--- config.mk ---
export PLATFORM = sky130hd
export DESIGN_NAME = multicycle_ctrl
export DESIGN_NICKNAME = d
export VERILOG_FILES = /design/src/rtl/multicycle_ctrl.sv
export SDC_FILE = /design/constraint.sdc
export NUM_CORES = 1
export LEC_CHECK = 0
export CAP_MARGIN = 20
export CORE_UTILIZATION = 35
export CTS_CLUSTER_DIAMETER = 50
export DETAILED_ROUTE_END_ITERATION = 8
export GPL_ROUTABILITY_DRIVEN = 0
export PLACE_DENSITY = 0.62
export REMOVE_ABC_BUFFERS = 1
export SETUP_SLACK_MARGIN = 0.5
export SYNTH_ARGS = -nofsm -noshare
export SYNTH_HDL_FRONTEND = slang
export SYNTH_SLANG_ARGS = --single-unit
--- constraint.sdc ---
create_clock -name clk -period 2.3 [get_ports clk]
set_input_delay 0.23 -clock clk [delete_from_list [all_inputs] [get_ports clk]]
set_output_delay 0.23 -clock clk [all_outputs]
set_load 0.01 [all_outputs]
--- src/rtl/multicycle_ctrl.sv ---
// multicycle_ctrl: multi-cycle control FSM for the RV32 datapath.
// It steps each instruction through FETCH/DECODE/EXEC/(MEM)/(WB) and drives
// every datapath control signal plus the PC write enable. It also handles
// memory wait states, interrupt entry (through BOOT) and illegal-opcode traps
// (through TRAP).
// Ports:
//   clk, rst_n            clock, async active-low reset
//   ins, imem_ready       instruction word and instruction-memory valid
//   dmem_ready            data-memory access complete
//   int_req               level interrupt, honoured only in FETCH
//   ir_en, pc_en, INT     IR latch, PC write enable, entryPoint select
//   RegWrite, ALUSrc, op  register write, operand select, ALU op
//   MemRead, MemWrite,    data-memory controls and writeback select
//   Mem2Reg
//   isbranch, isjump      next-PC controls
//   illegal               one-cycle trap pulse
//   retired               count of completed instructions (wraps)
module multicycle_ctrl #(
  parameter int CNT_W = 32
) (
  input  logic             clk,
  input  logic             rst_n,
  input  logic [31:0]      ins,
  input  logic             imem_ready,
  input  logic             dmem_ready,
  input  logic             int_req,
  output logic             ir_en,
  output logic             pc_en,
  output logic             INT,
  output logic             RegWrite,
  output logic             ALUSrc,
  output logic [2:0]       op,
  output logic             MemRead,
  output logic             MemWrite,
  output logic             Mem2Reg,
  output logic             isbranch,
  output logic             isjump,
  output logic             illegal,
  output logic [CNT_W-1:0] retired
);

  typedef enum logic [2:0] {BOOT, FETCH, DECODE, EXEC, MEM, WB, TRAP} state_t;

  localparam logic [6:0] OP_R   = 7'h33;
  localparam logic [6:0] OP_I   = 7'h13;
  localparam logic [6:0] OP_LW  = 7'h03;
  localparam logic [6:0] OP_SW  = 7'h23;
  localparam logic [6:0] OP_BEQ = 7'h63;
  localparam logic [6:0] OP_JAL = 7'h6F;

  state_t     state, nxt;
  logic [6:0] opc;
  logic [2:0] f3;
  logic       pc_w;
  logic       legal;

  assign legal = (opc == OP_R) || (opc == OP_I) || (opc == OP_LW) ||
                 (opc == OP_SW) || (opc == OP_BEQ) || (opc == OP_JAL);

  // BOOT drives pc_en, and BOOT is also the reset state. Gating with rst_n
  // keeps the PC from being written while reset is held.
  assign pc_en = pc_w & rst_n;

  always_ff @(posedge clk or negedge rst_n) begin
    if (!rst_n) begin
      state   <= BOOT;
      opc     <= '0;
      f3      <= '0;
      retired <= '0;
    end else begin
      state <= nxt;
      if (state == FETCH && !int_req && imem_ready) begin
        opc <= ins[6:0];
        f3  <= ins[14:12];
      end
      // BOOT and TRAP move the PC without completing an instruction.
      if (pc_w && state != BOOT && state != TRAP)
        retired <= retired + CNT_W'(1);
    end
  end

  always_comb begin
    nxt      = state;
    ir_en    = 1'b0;
    pc_w     = 1'b0;
    INT      = 1'b0;
    RegWrite = 1'b0;
    ALUSrc   = 1'b0;
    op       = 3'b010;
    MemRead  = 1'b0;
    MemWrite = 1'b0;
    Mem2Reg  = 1'b0;
    isbranch = 1'b0;
    isjump   = 1'b0;
    illegal  = 1'b0;

    // Operand and op select are set from EXEC to the end of the instruction.
    if (state == EXEC || state == MEM || state == WB) begin
      unique case (opc)
        OP_R: begin
          ALUSrc = 1'b0;
          op     = (f3 == 3'b110) ? 3'b001 :
                   (f3 == 3'b111) ? 3'b000 : 3'b010;
        end
        OP_BEQ:  begin ALUSrc = 1'b0; op = 3'b110; end
        default: begin ALUSrc = 1'b1; op = 3'b010; end
      endcase
    end

    unique case (state)
      BOOT: begin
        INT  = 1'b1;
        pc_w = 1'b1;
        nxt  = FETCH;
      end
      FETCH: begin
        if (int_req) nxt = BOOT;
        else begin
          ir_en = 1'b1;
          if (imem_ready) nxt = DECODE;
        end
      end
      DECODE: nxt = legal ? EXEC : TRAP;
      EXEC: begin
        if (opc == OP_BEQ) begin
          isbranch = 1'b1;
          pc_w     = 1'b1;
          nxt      = FETCH;
        end else if (opc == OP_LW || opc == OP_SW) nxt = MEM;
        else nxt = WB;
      end
      MEM: begin
        if (opc == OP_LW) begin
          MemRead = 1'b1;
          Mem2Reg = 1'b1;
          if (dmem_ready) nxt = WB;
        end else begin
          // The store is held across wait cycles and retires on the ready cycle.
          MemWrite = 1'b1;
          if (dmem_ready) begin
            pc_w = 1'b1;
            nxt  = FETCH;
          end
        end
      end
      WB: begin
        RegWrite = 1'b1;
        pc_w     = 1'b1;
        Mem2Reg  = (opc == OP_LW);
        isjump   = (opc == OP_JAL);
        nxt      = FETCH;
      end
      TRAP: begin
        illegal = 1'b1;
        INT     = 1'b1;
        pc_w    = 1'b1;
        nxt     = FETCH;
      end
      default: nxt = BOOT;
    endcase
  end

endmodule

; Word level (Yosys, flattened, before mapping)
; Cells that the tools add are included.
[word_totals]
regBits = 45
in_bits = 37
output_inout_bits = 46
[classes]
n_addsub = 1
n_eq_ne = 17
muxes = 31
n_bitwise = 1
reduce_logical = 19
[ops]
columns = cell, count
row1 = "adder 32 x 1 -> 32 bit, second input constant", 1
row2 = two-way mux 3 bit, 8
row3 = two-way mux 1 bit, 17
row4 = "== test 3 bit, second input constant", 5
row5 = case mux 3 bit (5 select lines), 1
row6 = "== test 7 x 6 -> 1 bit, second input constant", 2
row7 = "== test 7 bit, second input constant", 2
row8 = logical OR 1 bit, 8
row9 = "== test 7 x 2 -> 1 bit, second input constant", 1
row10 = "== test 7 x 5 -> 1 bit, second input constant", 1
row11 = "== test 3 x 2 -> 1 bit, second input constant", 2
row12 = "inequality test 3 bit, second input constant", 2
row13 = case mux 3 bit (2 select lines), 1
row14 = logical AND 1 bit, 4
row15 = two-way mux 2 bit, 2
row16 = OR reduction 2 bit, 2
row17 = "== test 3 x 1 -> 1 bit, second input constant", 1
row18 = logical NOT 3 bit, 1
row19 = case mux 1 bit (3 select lines), 1
row20 = nonzero test 3 bit, 1
row21 = OR reduction 3 bit, 1
row22 = "inequality test 2 bit, second input constant", 1
row23 = case mux 1 bit (2 select lines), 1
row24 = AND reduction 2 bit, 1
row25 = 2 further kinds, 2

; Depth between registers and ports, before layout
[depth]
word_depth = 8
ltp_mapped = 6

; Least setup slack after synthesis
; Ideal clock, no wire load.
[synth_path]
kind = register to register
start = register retired[2]
end = register retired[28]
arrival_ps = 1645
setup_slack_ps = 576
path_stages_with_launch = 7
period_less_slack_ps = 1724
path_cell_list = dfrtp_1 > nand3_2 > nor4_4 > nand3_4 > buf_6 > nor3_2 > xor2_1
[synth_via]
elab_chain_len = 1
[synth_rtl]
columns = item, line
row1 = "start, declared", 39  ; output logic [CNT_W-1:0] retired
row2 = "start signal, assigned", 78  ; retired <= retired + CNT_W'(1);
row3 = adder 32 x 1 -> 32 bit, 78
; Every way passes these cells.
; A chain may end at the register's enable or synchronous reset.

; Worst setup path after layout
[layout_path]
start = register opc[3]
end = output pc_en
[layout_via]
elab_chain_len = 4
[layout_rtl]
columns = item, line
row1 = "start, declared", 52  ; logic [6:0] opc;
row2 = "start signal, assigned", 73  ; opc <= ins[6:0];
row3 = == test 7 x 2 -> 1 bit or == test 7 bit (tied branches), "133, 125"
row4 = two-way mux 1 bit (on tied branches), "133, 125"
row5 = case mux 1 bit (3 select lines) *, 110  ; unique case (state)
row6 = bitwise AND 1 bit *, 62  ; assign pc_en = pc_w & rst_n;
row7 = "end, declared", 28  ; output logic pc_en,
; Mark *: on every way between the ends. The rest lies on a longest branch, timed or not.

==> flow_summary.json <==
{
  "grt_usage_pct": 17.1,
  "start_kind": "flip-flop",
  "hold_class": "input pin to async pin",
  "worst_pin_slew_ns": 0.572,
  "grt_use_met3_pct": 4.47,
  "drc": 0,
  "die_w_um": 85.2,
  "crit_required_ns": 2.07,
  "tritoncts": "built",
  "ios": 83,
  "numCtsBuffers": 5,
  "p_per_area_nw_per_um2": 795,
  "clock_path_buffers": 2,
  "ys_warn_count": 0,
  "diodes": 0,
  "antenna_found_initial": 1,
  "max_stage_delay_ns": 0.42,
  "dp_cells": 359,
  "drive_gt1_share_pct": 41.3,
  "fmax_mhz": 520,
  "layout_min_cycle_time_ns": 1.92,
  "crit_path_max_fanout": 4,
  "portBuffers": 60,
  "grt_pass1_wl_mm": 9.82,
  "cpMaxStageDelayCell": "dfrtp_1",
  "yosysSeqAreaShare_pct": 46.5,
  "synthCells": 222,
  "grt_pass1_vias": 2074,
  "status": "complete, no violations",
  "grt_max_degree": 46,
  "path_buf_inv": 2,
  "wire_per_inst_um": 15.8,
  "drtAntennaViolNets": 0,
  "gr-total-overflow": 0,
  "final_cells": 406,
  "ys.flop_type": "dfrtp_1",
  "hold_buffers": 0,
  "nNetsFinal": 367,
  "hold_viol": 0,
  "drt-vias-per-instance": 5.27,
  "holdWs_ns": 0.0460,
  "dpl.hpwl_mm": 3.93,
  "dieArea_um2": 7260,
  "coreArea_um2": 6530,
  "rsz0062_at_grt": "true",
  "maxCapViolCount": 0,
  "synth_edf_count": 0,
  "use_met1_pct": 21.6,
  "start_util_pct": 37.1,
  "rows": 29,
  "die_h_um": 85.2,
  "finalPower_w": 0.00308,
  "crit_type": "flip-flop to output port",
  "top_usage_layer": "met2",
  "setup_viol": 0,
  "ys_types": 45,
  "cp_top_family": "flip-flops",
  "end_kind": "output port",
  "first_pass_iters": 4,
  "cts_htree_levels": 2,
  "irDropWorstVdd_uv": 343,
  "fin_worst_skew_ns": 0.00656,
  "met2_usage_pct": 28.9,
  "slew_viol_final": 0,
  "dr.first_iter.drc_count": 49,
  "synth_area_um2": 2420,
  "cp.arrival_ns": 1.69,
  "clk_pin_slew_worst_paths_ns": 0.09,
  "synth_area_per_cell_um2": 10.9,
  "fin_tns_setup_ns": 0,
  "path_cells": "and4bb_2, buf_6, nand2_4, a21boi_2, o21ai_1, o311a_1, buf_2",
  "post-route-util_pct": 59.3,
  "cts_num_sinks": 45,
  "power_leakage_nw": 1.94,
  "relSlewSlack_pct": 61.8,
  "area_growth_pct": 59.8,
  "synth_seq_cells": 45,
  "drt-total-wl_mm": 6.41,
  "root_buffer": "clkbuf_8",
  "async_flop_share_pct": 100,
  "worstSkewPairLatency_ns": 0.29,
  "vias": 2139,
  "finalCritPeriodShare_pct": 83.6
}
-- synth_stat cells (5+ instances only) --
library cell | n | area [um2]
nand2_1 | 17 | 63.8
inv_1 | 7 | 26.3
nor3_1 | 6 | 30.0
nor2_1 | 13 | 48.8
nand4_1 | 10 | 62.6
o21ai_0 | 5 | 25.0
xnor2_1 | 17 | 149
and3_1 | 8 | 50.1
nand3_1 | 12 | 60.1
dfrtp_1 | 45 | 1130
nor3_2 | 9 | 90.1
mux2_2 | 11 | 124
xor2_1 | 15 | 131
-- timing repair --
| action | CTS | global route |
|---|---|---|
| endpoints found under the setup margin | 43 | 40 |
| setup buffers | 31 | 9 |
| gates resized for setup | 67 | 58 |
| pin swaps | 13 | 42 |
-- through the flow --
step	instance area, um2	setup slack (ns)
after detailed placement	3130	0.181
after global routing	3870	0.305
after floorplan	2390	0.485
final	3870	0.377
after CTS	3550	0.333
after global placement	3130	0.176
-- where the power goes --
part           switching, W  total, W  internal (W)
sequential         0.000162   0.00111      0.000949
clock              0.000271  0.000588      0.000316
combinational      0.000631   0.00138      0.000748
-- area by class of cell --
class | count | area (um2)
Clock buffer | 5 | 68.8
Timing Repair Buffer | 106 | 970
Multi-Input combinational cell | 164 | 1540
Sequential cell | 45 | 1130
Tap cell | 77 | 96.3
Fill cell | 570 | 2660
Clock inverter | 2 | 35.0
Inverter | 7 | 26.3
-- cells by family (layout without fill, tap and decap cells) --
kind of cell / count (synthesis) / count (layout) / synth area share [%]
and+or+nand+nor: 98 / 98 / 25.5
AOI/OAI and AO/OA: 22 / 22 / 8.42
xor gates and xnor gates: 32 / 32 / 11.6
adders and majority gates: 1 / 1 / 0.516
DFF: 45 / 45 / 46.5
buffers and inverters: 13 / 120 / 2.43
muxes: 11 / 11 / 5.11
-- layout by cell type, fill, tap and decap left out, types with 5 or more instances in the layout --
| master | count |
|---|---|
| clkdlybuf4s50_1 | 45 |
| dfrtp_1 | 39 |
| buf_4 | 34 |
| xor2_1 | 15 |
| nor3_4 | 11 |
| mux2_2 | 11 |
| xnor2_1 | 11 |
| buf_6 | 11 |
| nor2_1 | 10 |
| nand4_1 | 10 |
| nand2_1 | 9 |
| buf_2 | 9 |
| and3_1 | 7 |
| inv_1 | 7 |
| xnor2_2 | 6 |
| nand3_1 | 6 |
| dfrtp_2 | 6 |
| nand3_2 | 5 |
| clkbuf_8 | 5 |
-- path summary, 6_finish.rpt --
kind / start / end / slack (ns) / cells past startpoint
worst min-delay path: rst_n / retired[12]$_DFFE_PN0P_ / 0.05 / 2
min in group clk: retired[26]$_DFFE_PN0P_ / retired[26]$_DFFE_PN0P_ / 0.49 / 1
worst min register to register: retired[26]$_DFFE_PN0P_ / retired[26]$_DFFE_PN0P_ / 0.49 / 1
worst max-delay path: opc[3]$_DFFE_PN0P_ / pc_en / 0.38 / 7
worst max register to register: retired[16]$_DFFE_PN0P_ / retired[24]$_DFFE_PN0P_ / 0.42 / 4
max in group asynchronous: rst_n / retired[3]$_DFFE_PN0P_ / 1.84 / 2
-- sequential cells by signal, summed over array words and instances, names as in the netlist --
| register | flops |
|---|---|
| state | 3 |
| f3 | 3 |
| retired | 32 |
| opc | 7 |
-- routing by layer --
metal | up-vias | routed length [um]
met1 | 1053 | 2770
met4 | 2 | 97
met5 | - | 11
met3 | 13 | 323
li1 | 1013 | -
met2 | 58 | 3210
No activity file was read; power rests on OpenSTA's default activity.
==> patch 1, RTL diff (same settings) <==
Set the parameter `CNT_W` to 40 (it was 32).
--- a/src/rtl/multicycle_ctrl.sv
+++ b/src/rtl/multicycle_ctrl.sv
@@ -16,7 +16,7 @@
 //   illegal               one-cycle trap pulse
 //   retired               count of completed instructions (wraps)
 module multicycle_ctrl #(
-  parameter int CNT_W = 32
+  parameter int CNT_W = 40
 ) (
   input  logic             clk,
   input  logic             rst_n,
Ports: changed (resized retired); port bits go from 83 to 91. The function was not compared with the original's and may differ.
==> patch 1 against the original RTL <==
- sequential cell count is 8 higher
- critical path type is now register to register
- sequential share of layout area rose by 4.3 points
- power grew 7.8%
- via count is 7.3% higher
- register-to-register slack lost 280 ps
- routed wire length rose by 1.3%
- area after synthesis increased by 10%
- critical endpoint is now retired[33]
- global-route usage shrank 0.36 points
- synthesized cell count up 16%
- worst setup slack lost 230 ps
- final area grew 2.5%
==> patch 1: results (changes against the original RTL) <==
| Metric | Value |
|---|---|
| Total GRT Usage | `16.7% (was 17.1%)` |
| Post-Synth XOR/XNOR Area | `13.4% (was 11.6%)` |
| Share of cells above drive strength 1 | `27.2% (was 41.3%)` |
| GR Util met1 | `22.4% (was 21.6%)` |
| Slowest stage delay, CP | `540 ps (was 420 ps)` |
| Met2 Usage GRT | `27.1% (was 28.9%)` |
| Postcts setup bufs | `5 (was 31)` |
| Worst vdd ir | `0.467 mV (was 0.343 mV)` |
| Sequential area share after synthesis | `49.7% (was 46.5%)` |
| DR vias/cell | `5.04 (was 5.27)` |
| Pin count of the biggest net entering global routing | `54 (was 46)` |
| Placed Instances | `433 (was 359)` |
| Synth cell count leaders | `53 x dfrtp_1, 26 x xnor2_1, 22 x nand2_1 (was 45 x dfrtp_1, 17 x nand2_1, 17 x xnor2_1)` |
| Crit-path leading delay family | `simple AND/OR/NAND/NOR gates (was flip-flops)` |
| Status | `completed (unchanged)` |
| Initial antenna violation count | `0 (was 1)` |
| Clock Skew | `5.71 ps (was 6.56 ps)` |
| Crit-path slowest cell | `or4b_4 (was dfrtp_1)` |
| PortBufs | `68 (was 60)` |
| Internal power | `2.17 mW (was 2.01 mW)` |
| First-pass GRT wire length | `10300 µm (was 9820 µm)` |
| Met3 usage | `3.42% (was 4.47%)` |
| Cell Count, Final, Fillers Out | `455 (was 406)` |
| DRT iter0 DRCs | `86 (was 49)` |
| Yosys cell types | `40 (was 45)` |
| Post-DP HPWL | `4540 µm (was 3930 µm)` |
| Worst EP arrival | `2350 ps (was 1690 ps)` |
| WL final | `6490 µm (was 6410 µm)` |
| Adder-cell share of the synthesized area | `0.469% (was 0.517%)` |
## patch 1: routing by layer
metal	vias to the layer above	share of wire, %
li1	1118	-
met1	1113	46
met2	55	49
met3	9	4.1
met4	0	1.2
met5	-	0
## patch 1: logic make-up after synthesis
family / Yosys count
buffers and inverters: 15
muxes: 11
and+or+nand+nor: 124
AOI/OAI and AO/OA: 14
adders and majority gates: 1
DFF: 53
xor gates and xnor gates: 40
## patch 1: through the flow
| stage | TNS (ps) | hold WS (ps) | util (%) |
|---|---|---|---|
| after global routing | 0 | 147 | 54.4 |
| after detailed placement | 0 | 445 | 48.6 |
| after global placement | 0 | 445 | 48.6 |
| after CTS | 0 | 110 | 52.2 |
| after floorplan | -2270 | -65.6 | - |
| final | 0 | 94.8 | 54.4 |
## patch 1: power groups by stage
stage,registers (mW),clock network [mW],logic [mW]
after floorplan,1.31,0,0.549
after global placement,1.28,0,1.05
after detailed placement,1.29,0,1.06
after CTS,1.27,0.672,1.19
after global routing,1.30,0.705,1.50
final,1.28,0.651,1.39
## patch 1: path summary, 6_finish.rpt
path                             startpoint          end  slack [ps]  cells past startpoint
worst max-delay path                 opc[3]  retired[33]         140                      5
worst min-delay path                  rst_n  retired[28]          90                      2
worst max register to register       opc[3]  retired[33]         140                      5
worst min register to register  retired[39]  retired[39]         470                      1
max in group asynchronous             rst_n   retired[9]        1710                      2
min in group clk                retired[39]  retired[39]         470                      1
## patch 1: final cells by class
class                   instances  area [µm²]  share of cell area (%)
flip-flops and latches         53        1330                    33.6
clock inverters                 1        30.0                   0.757
well taps                      99         124                    3.12
repair buffers                 98         901                    22.7
clock buffers                   7        86.3                    2.18
inverters                       7        26.3                   0.662
multi-input cells             190        1470                    37.0
==> patch 2, RTL diff (same settings) <==
Made on the original files. Re-encode `state_t` (7 states) as one-hot, 7 bits wide.
--- a/src/rtl/multicycle_ctrl.sv
+++ b/src/rtl/multicycle_ctrl.sv
@@ -39,7 +39,7 @@
   output logic [CNT_W-1:0] retired
 );
 
-  typedef enum logic [2:0] {BOOT, FETCH, DECODE, EXEC, MEM, WB, TRAP} state_t;
+  typedef enum logic [6:0] {BOOT = 7'b0000001, FETCH = 7'b0000010, DECODE = 7'b0000100, EXEC = 7'b0001000, MEM = 7'b0010000, WB = 7'b0100000, TRAP = 7'b1000000} state_t;
 
   localparam logic [6:0] OP_R   = 7'h33;
   localparam logic [6:0] OP_I   = 7'h13;
Behaviour: no difference found for any inputs over 10 cycles, from zero or initial values and one cycle with rst_n low; not proved beyond that.
==> patch 2 against the original RTL <==
- power decreased by 9.3%
- area after synthesis grew 4.6%
- clock power fell by 14%
- worst setup slack worse by 360 ps
- sequential cell count up 4
- final area grew 11%
- sequential share of layout area fell by 0.61 points
- die area grew 4.5%
- routed wire length grew 14%
- critical path type unchanged
==> patch 2: results (changes against the original RTL) <==
| Metric | Value |
|---|---|
| Worst EP arrival | `2060 ps (was 1690 ps)` |
| Synth area leaders | `dfrtp_1 47%, xnor2_1 6.9%, xor2_1 4.5%, mux2_2 4.4%, nand3_1 3.0% (was dfrtp_1 46%, xnor2_1 6.1%, xor2_1 5.4%, mux2_2 5.1%, nor3_2 3.7%)` |
| Slew margin rel. | `57.7% (was 61.8%)` |
| Post-Place Worst Slack | `-149 ps (was 181 ps)` |
| Postcts setup bufs | `8 (was 31)` |
| Sequential area share after synthesis | `48.4% (was 46.5%)` |
| Worst vdd ir | `0.379 mV (was 0.343 mV)` |
| Initial antenna violation count | `0 (was 1)` |
| Syn Area/Cell | `10.9 µm² (about the same)` |
| Post-DP HPWL | `4390 µm (was 3930 µm)` |
| WL per Instance | `16.3 µm (was 15.8 µm)` |
| LEAKAGE | `2.06 nW (was 1.94 nW)` |
| Number of global-route vias before repair | `2151 (was 2074)` |
| Yosys cell types | `48 (was 45)` |
| Final #Nets | `389 (was 367)` |
| Pin count of the biggest net entering global routing | `50 (was 46)` |
| Status | `completed (unchanged)` |
| Synth cell count leaders | `48 x dfrtp_1, 20 x xnor2_1, 19 x nor2_1 (was 45 x dfrtp_1, 17 x nand2_1, 17 x xnor2_1)` |
| Crit-path leading delay family | `simple AND/OR/NAND/NOR gates (was flip-flops)` |
| Resized Gates After CTS | `100 (was 67)` |
| Share of cells above drive strength 1 | `44.7% (was 41.3%)` |
| Fillcell total | `563 (was 570)` |
| Clock Skew | `10.0 ps (was 6.56 ps)` |
| Cell Count, Final, Fillers Out | `447 (was 406)` |
| First-pass GRT wire length | `10800 µm (was 9820 µm)` |
| Total GRT Usage | `18.7% (was 17.1%)` |
| DR vias/cell | `4.98 (was 5.27)` |
patch 2: cell count changes in the layout (fill, tap and decap cells not counted), moves of 4 or more:
cell | before | now
dfrtp_2 | 6 | 1
mux2_4 | 0 | 5
mux2_2 | 11 | 5
dfrtp_1 | 39 | 47
dlygate4sd2_1 | 4 | 0
buf_6 | 11 | 17
inv_1 | 7 | 3
patch 2: routing by layer:
layer | track usage (%) | vias to the layer above | wire length (µm)
met5 | 0 | - | 0
met4 | 6.26 | 0 | 111
met3 | 3.22 | 7 | 254
met2 | 29.6 | 47 | 3630
met1 | 26.1 | 1102 | 3300
li1 | - | 1069 | -
patch 2: cells by family (layout without fill, tap and decap cells):
group,Yosys count,after routing,share of synthesized area (%)
muxes,11,11,4.84
AOI/OAI and AO/OA,13,13,4.00
DFF,49,49,48.4
adders and majority gates,1,1,0.494
buffers and inverters,11,128,2.71
xor gates and xnor gates,33,33,11.4
and+or+nand+nor,115,116,28.1
patch 2: power breakdown:
part	total, mW	switching, mW	internal (mW)
Clock	0.503	0.292	0.212
Combinational	1.20	0.543	0.652
Sequential	1.09	0.101	0.990
Total	2.79	0.936	1.85
patch 2: path summary, 6_finish.rpt:
kind	start	endpoint	slack (ps)	cells after the start
min	rst_n	retired[16]	80	2
max reg2reg	state[1]	retired[8]	90	10
max in group asynchronous	rst_n	state[4]	1770	2
max	state[1]	pc_en	10	8
min in group clk	retired[31]	retired[31]	470	1
min reg2reg	retired[31]	retired[31]	470	1
patch 2: cell type report:
class / count / area (µm²) / area share, %
Sequential cell: 49 / 1230 / 28.7
Clock inverter: 1 / 8.76 / 0.204
Tap cell: 96 / 120 / 2.80
Multi-Input combinational cell: 174 / 1700 / 39.6
Clock buffer: 6 / 72.6 / 1.69
Timing Repair Buffer: 117 / 1140 / 26.7
Inverter: 4 / 15.0 / 0.350
